$ cat src/rtl/aoi_pkg.sv
// Shared types and constants for the AOI cell self-test.
package aoi_pkg;

    localparam int unsigned NUM_VECTORS = 16;
    localparam int unsigned VEC_W       = 4;
    localparam int unsigned CNT_W       = 4;

    localparam logic [VEC_W-1:0] VEC_LAST = VEC_W'(NUM_VECTORS - 1);

    typedef enum logic [1:0] {
        IDLE   = 2'd0,
        SETTLE = 2'd1,
        SAMPLE = 2'd2,
        DONE   = 2'd3
    } state_t;

endpackage

$ cat src/rtl/aoi.sv
// 4-input AND-OR-INVERT gate cell: y = ~((a & b) | (c & d)).
module aoi (
    input  logic a,
    input  logic b,
    input  logic c,
    input  logic d,
    output logic y
);

    // Pure combinational cell function.
    assign y = ~((a & b) | (c & d));

endmodule

$ cat src/rtl/aoi_bist.sv
// Self-test driver/checker: sweeps all 16 vectors into an AOI cell and logs mismatches.
module aoi_bist
    import aoi_pkg::*;
#(
    parameter int unsigned SETTLE_CYCLES = 1,
    parameter int unsigned ERR_W         = 5
) (
    input  logic             clk,
    input  logic             rst_n,
    input  logic             start,
    output logic [VEC_W-1:0] vec_o,
    input  logic             y_i,
    output logic             busy,
    output logic             done,
    output logic             pass,
    output logic [ERR_W-1:0] err_count,
    output logic [VEC_W-1:0] first_fail_vec,
    output logic             first_fail_vld
);

    state_t             state, state_nxt;
    logic [CNT_W-1:0]   cnt, cnt_nxt;
    logic [VEC_W-1:0]   vec_nxt;
    logic [VEC_W-1:0]   ffv_nxt;
    logic [ERR_W-1:0]   err_nxt;
    logic               busy_nxt, done_nxt, pass_nxt, ffvld_nxt;
    logic               exp_y;
    logic               mismatch;

    localparam logic [CNT_W-1:0] SETTLE_LAST = CNT_W'(SETTLE_CYCLES - 1);

    // Golden reference: a known-good cell driven by the same vector.
    aoi u_golden (
        .a (vec_o[3]),
        .b (vec_o[2]),
        .c (vec_o[1]),
        .d (vec_o[0]),
        .y (exp_y)
    );

    assign mismatch = (y_i != exp_y);

    // Next-state and next-output logic.
    always_comb begin
        state_nxt = state;
        cnt_nxt   = cnt;
        vec_nxt   = vec_o;
        err_nxt   = err_count;
        ffv_nxt   = first_fail_vec;
        ffvld_nxt = first_fail_vld;
        busy_nxt  = busy;
        done_nxt  = done;
        pass_nxt  = pass;

        unique case (state)
            IDLE, DONE: begin
                if (start) begin
                    state_nxt = SETTLE;
                    cnt_nxt   = '0;
                    vec_nxt   = '0;
                    err_nxt   = '0;
                    ffvld_nxt = 1'b0;
                    busy_nxt  = 1'b1;
                    done_nxt  = 1'b0;
                    pass_nxt  = 1'b0;
                end
            end
            SETTLE: begin
                cnt_nxt = cnt + CNT_W'(1);
                if (cnt == SETTLE_LAST) begin
                    state_nxt = SAMPLE;
                end
            end
            SAMPLE: begin
                if (mismatch) begin
                    err_nxt = err_count + ERR_W'(1);
                    if (!first_fail_vld) begin
                        ffv_nxt   = vec_o;
                        ffvld_nxt = 1'b1;
                    end
                end
                if (vec_o != VEC_LAST) begin
                    vec_nxt   = vec_o + VEC_W'(1);
                    cnt_nxt   = '0;
                    state_nxt = SETTLE;
                end else begin
                    state_nxt = DONE;
                    busy_nxt  = 1'b0;
                    done_nxt  = 1'b1;
                    pass_nxt  = (err_nxt == '0);
                end
            end
            default: state_nxt = IDLE;
        endcase
    end

    // State and registered outputs.
    always_ff @(posedge clk or negedge rst_n) begin
        if (!rst_n) begin
            state          <= IDLE;
            cnt            <= '0;
            vec_o          <= '0;
            err_count      <= '0;
            first_fail_vec <= '0;
            first_fail_vld <= 1'b0;
            busy           <= 1'b0;
            done           <= 1'b0;
            pass           <= 1'b0;
        end else begin
            state          <= state_nxt;
            cnt            <= cnt_nxt;
            vec_o          <= vec_nxt;
            err_count      <= err_nxt;
            first_fail_vec <= ffv_nxt;
            first_fail_vld <= ffvld_nxt;
            busy           <= busy_nxt;
            done           <= done_nxt;
            pass           <= pass_nxt;
        end
    end

endmodule

$ cat config.mk
export PLATFORM = sky130hd
export DESIGN_NAME = aoi_bist
export DESIGN_NICKNAME = d
export VERILOG_FILES = /design/src/rtl/aoi_pkg.sv /design/src/rtl/aoi.sv /design/src/rtl/aoi_bist.sv
export SDC_FILE = /design/constraint.sdc
export NUM_CORES = 1
export LEC_CHECK = 0
export ABC_AREA = 1
export CORE_ASPECT_RATIO = 0.75
export CORE_UTILIZATION = 55
export DETAILED_ROUTE_END_ITERATION = 12
export DONT_BUFFER_PORTS = 1
export GPL_ROUTABILITY_DRIVEN = 0
export PLACE_DENSITY = 0.74
export SLEW_MARGIN = 20
export SYNTH_ARGS = -nofsm -noshare
export SYNTH_HDL_FRONTEND = slang
export SYNTH_HIERARCHICAL = 1
export SYNTH_SLANG_ARGS = --single-unit
export TNS_END_PERCENT = 10
$ cat constraint.sdc
create_clock -name clk -period 2.2 [get_ports clk]
set_clock_uncertainty 0.15 [all_clocks]
set_input_delay 0.44 -clock clk [delete_from_list [all_inputs] [get_ports clk]]
set_output_delay 0.44 -clock clk [all_outputs]
set_load 0.005 [all_outputs]
**After elaboration in Yosys (flattened, before gate mapping)**

Cells that the tools add are included.
W data, S select, Z words.

- Register bits after elaboration: 23
- Input bits: 4
- Output and inout bits: 17

- $add $sub $neg: 3
- Equal/unequal tests: 10
- Multiplexer cells: 23
- Bitwise gates (word level): 5
- Reductions and logical operators: 12

Operators with widths:

| operator | count |
|---|---|
| $mux W5 | 3 |
| $mux W4 | 3 |
| $pmux W4 S3 | 1 |
| $reduce_and A3 Y1 | 4 |
| $ne A2 B2 Y1 const B | 5 |
| $pmux W5 S2 | 1 |
| $add A4 B1 Y4 const B | 2 |
| $pmux W1 S2 | 4 |
| $pmux W4 S2 | 1 |
| $mux W1 | 6 |
| $mux W2 | 3 |
| $pmux W2 S3 | 1 |
| $reduce_and A2 Y1 | 3 |
| $add A5 B1 Y5 const B | 1 |
| $logic_not A5 Y1 | 1 |
| $eq A2 B2 Y1 const B | 2 |
| $logic_not A4 Y1 | 1 |
| $ne A4 B4 Y1 const B | 1 |
| $and A1 B1 Y1 | 2 |
| $eq A2 B1 Y1 const B | 1 |
| $logic_not A2 Y1 | 1 |
| $not A1 Y1 | 2 |
| $reduce_bool A2 Y1 | 1 |
| $reduce_or A2 Y1 | 1 |
| 2 further kinds | 2 |

**Logic depth before layout (Yosys ltp)**

- Depth in word-level cells: 9
- Depth in mapped cells: 11
- Gate-level depth less buffers: 11

**Hierarchy**

Netlist, hierarchy kept.

Modules (own cells, without submodules):

| module | instances | cells an instance | area each (µm²) |
|---|---|---|---|
| aoi_bist | 1 | 157 | 1,287.5 |
| aoi | 1 | 4 | 15.0 |

**Worst setup path after synthesis**

Ideal clock, no wire load.

- Path kind: register to register
- From: register state[0]
- To: register cnt[2]
- Arrival: 1.323 ns
- Setup slack: 0.609 ns
- Stages on the path, launching flop included: 9
- Buffers on the path: 0
- Path through: dfrtp_1 > inv_1 > ha_1 > nand2_4 > inv_1 > nor2_2 > nand3_1 > nand2_1 > a21oi_2

- Cells in the longest elaborated chain, start to end: 4
- Elaborated cells on any way between the ends: 9
- Those cells by class: eq/ne (5); mux (1); reduce/logical (3)

RTL lines:

| what | line | text |
|---|---|---|
| start: declaration | aoi_bist.sv:21 | `state_t state, state_nxt;` |
| start signal: assignment | aoi_bist.sv:110 | `state <= state_nxt;` |
| $eq A2 B2 Y1 or $logic_not A2 Y1 (tied branches) | aoi_bist.sv:55 | `unique case (state)` |
| $reduce_or A2 Y1 | aoi_bist.sv:55 |  |
| $ne A2 B2 Y1 (no line) | -- |  |
| $reduce_and A2 Y1 (no line) | -- |  |
| end signal: assignment | aoi_bist.sv:111 | `cnt <= cnt_nxt;` |
| end: declaration | aoi_bist.sv:22 | `logic [CNT_W-1:0] cnt, cnt_nxt;` |

Parallel ways exist; a longest one is shown, timed or not.
A chain may end at the register's enable or synchronous reset.

**Final worst setup path**

Ends and elaborated chain as after synthesis.

==> reports/metrics.csv <==
metric;value;unit
GRT Overall Usage;24.3;%
flop and latch count out of synthesis;23;
Finish-stage setup viols;0;
CTS tree;done;
Finished Layout Cells;199;
CP Cell Sequence;inv_1 -> ha_1 -> nand2_4 -> inv_1 -> nor2_2 -> nand3_1 -> nand2_1 -> a21oi_2;
R2R Setup Slk;400;ps
ANT cells;0;
PwrDens;1050;nW/um^2
Post-synth EDFFs;0;
worst-margin pin slew;520;ps
RSZ-0062 raised after global routing;no;
initial antenna violation count;0;
Area contributors post-synth;dfrtp_1 44%, nand2_1 14%, ha_1 6.7%;
part of the cycle the worst path needs;81.9;%
IO Count;21;
Primary FF master, synth;dfrtp_1;
critical path arrival;1890;ps
chip height;44.1;um
RR Endpoint;cnt[2]$_DFFE_PN0P_;
share of synthesized registers carrying an async set or reset;100;%
vias per cell;5.39;
crit-path max FO;8;
cells on worst reg2reg path;8;
Psw;659;uW
post-place setup slack;440;ps
top cells by count, synth;47 x nand2_1, 23 x dfrtp_1, 23 x inv_1;
Gate power share;42.3;%
count leader, synth;nand2_1;
area delta synth->final;6.34;%
Peak VDD IR;0.568;mV
CP Capture Type;flop;
synth unique cells;22;
Initial Util;61.5;%
minimum clock period;1800;ps
Final Max Tran Viols;0;
Root Buffer;clkbuf_4;
H-tree levels;1;
Worst Hold Depth;2;
CP dominant cell by count;inv_1;
r2r startpoint;state[0]$_DFFE_PN0P_;
ratio of cells with drive above 1 in the final layout;13.2;%
antenna-violating nets left;0;
hold_sp;start;
Port Buf Inserts;0;
run status;finished, final reports clean;
die footprint;2570;sq um
Synth Area per Inst;8.09;sq um
CTS max path bufs;2;
Inst Count DP;193;
normalized max-slew margin;65.3;%
CP max stage delay;430;ps
DR vias;1072;
Pleak;0.000691;uW
Setup WS post-layout;397;ps
max_cap viols;0;
Routed WL;2.66;mm
PostCTS Resize Cnt;0;
largest net degree at the start of global routing;24;
number of DRC markers in iteration 0;54;
WS Path Type;reg2reg;
syn_nets;172;
gr ovfl total;0;
Post-Syn Area;1300;sq um
slowest CP cell;dfrtp_1;
sequential fraction of the synthesis area;44.2;%
Startpoint Class;flop;
Post-Syn Instances;161;
clk sinks;23;
Fmax;555;MHz
# rows;14;
Yosys warning count;6;
Hold Path End;busy$_DFFE_PN0P_;
global-route wire length before repair;4.64;mm
DIE WIDTH;58.2;um
setup_tns;0;ps
wire length per cell;13.4;um
vias in the first global route;1113;
CP required;2280;ps
DPL Wire Length;2.05;mm
Internal;795;uW
leading area contributor after synthesis;dfrtp_1;
remaining routing DRC violations;0;
Hold Crit Class;in2reg;
Clk pwr share;13.8;%
worst skew pair latency;320;ps
drt first pass iters;4;
Nets;179;
Synth top area share;44.2;%
final hold vios;0;
clock-pin slew on the worst setup and hold paths;140;ps
Sw Share;45.3;%
Seq pwr share;43.9;%
CTS Buf Count;3;
Core Region;2120;sq um
[power by group through the flow]
| stage | Sequential, uW | Combinational, uW | Clock, uW |
|---|---|---|---|
| finish | 639 | 615 | 201 |
| global route | 655 | 700 | 220 |
| CTS | 639 | 617 | 205 |
| detailed placement | 646 | 602 | 0 |
| global placement | 639 | 569 | 0 |
| floorplan | 616 | 483 | 0 |
[per-layer routing]
metal	routed length (um)	GRT usage [%]	part of all wire (%)
met5	0	0	0
met4	18	5.24	0.68
met3	157	8.77	5.9
met2	1260	43.4	47
met1	1220	28.4	46
[repair_timing]
item,in CTS,in global routing
endpoints found under the hold margin,23,23
hold buffers,1,1
setup buffers,0,0
setup endpoints to repair,0,0
[area by class of cell]
cell class,instances,area (sq um)
fill,189,734
multi-input combinational,113,631
sequential,23,576
inverter,25,96.3
tap,32,40.0
clock buffer,3,22.5
timing repair buffer,2,15.0
clock inverter,1,5.00
[state kept, by name (all words and copies together) (netlist names)]
register	flops
vec_o	4
err_count	5
first_fail_vec	4
state	2
cnt	4
pass	1
first_fail_vld	1
done	1
busy	1
[placed cells by master, fill, tap and decap left out, drive strengths merged]
cell type	n
o21ai	19
nor2	8
dlygate4sd3	1
ha	7
nand2	52
clkinv	1
clkbuf	3
inv	25
o22ai	2
a21oi	2
nand4	3
xor2	2
o31ai	2
nand3	16
buf	1
dfrtp	23
[logic make-up (layout without fill, tap and decap cells)]
logic type,count (synthesis),count (layout),synth area share [%]
AOI/OAI and AO/OA,25,25,12.0
buffers and inverters,25,31,7.40
and+or+nand+nor,79,79,28.3
xor gates and xnor gates,2,2,1.35
DFF,23,23,44.2
adders and majority gates,7,7,6.72
[critical path, delay by kind of cell (launching register included)]
family | cells | cell delay, ps
simple gates | 4 | 600
flops | 1 | 430
fa+ha+maj | 1 | 370
buf+inv | 2 | 120
compound gates | 1 | 40
[how the worst max path moves through the flow]
stage	startpoint	slack, ps	endpoint	cells past startpoint
CTS	state[0]$_DFFE_PN0P_	420	cnt[2]$_DFFE_PN0P_	8
detailed placement	state[0]$_DFFE_PN0P_	440	cnt[2]$_DFFE_PN0P_	8
global route	state[0]$_DFFE_PN0P_	260	cnt[2]$_DFFE_PN0P_	8
floorplan	state[0]$_DFFE_PN0P_	610	cnt[2]$_DFFE_PN0P_	8
finish	state[0]$_DFFE_PN0P_	400	cnt[2]$_DFFE_PN0P_	8
global placement	state[0]$_DFFE_PN0P_	550	busy$_DFFE_PN0P_	8
[metrics by stage]
stage | hold WS, ps | area, sq um | total power (uW) | util [%]
6_report | 181 | 1390 | 1450 | 65.3
5_1_grt | 193 | 1390 | 1570 | 65.3
3_3_place_gp | -5.13 | 1340 | 1210 | 63.3
3_5_place_dp | -5.06 | 1340 | 1250 | 63.3
4_1_cts | 183 | 1380 | 1460 | 65.1
2_1_floorplan | -5.59 | 1300 | 1100 | -
No activity file was read; power rests on OpenSTA's default activity.
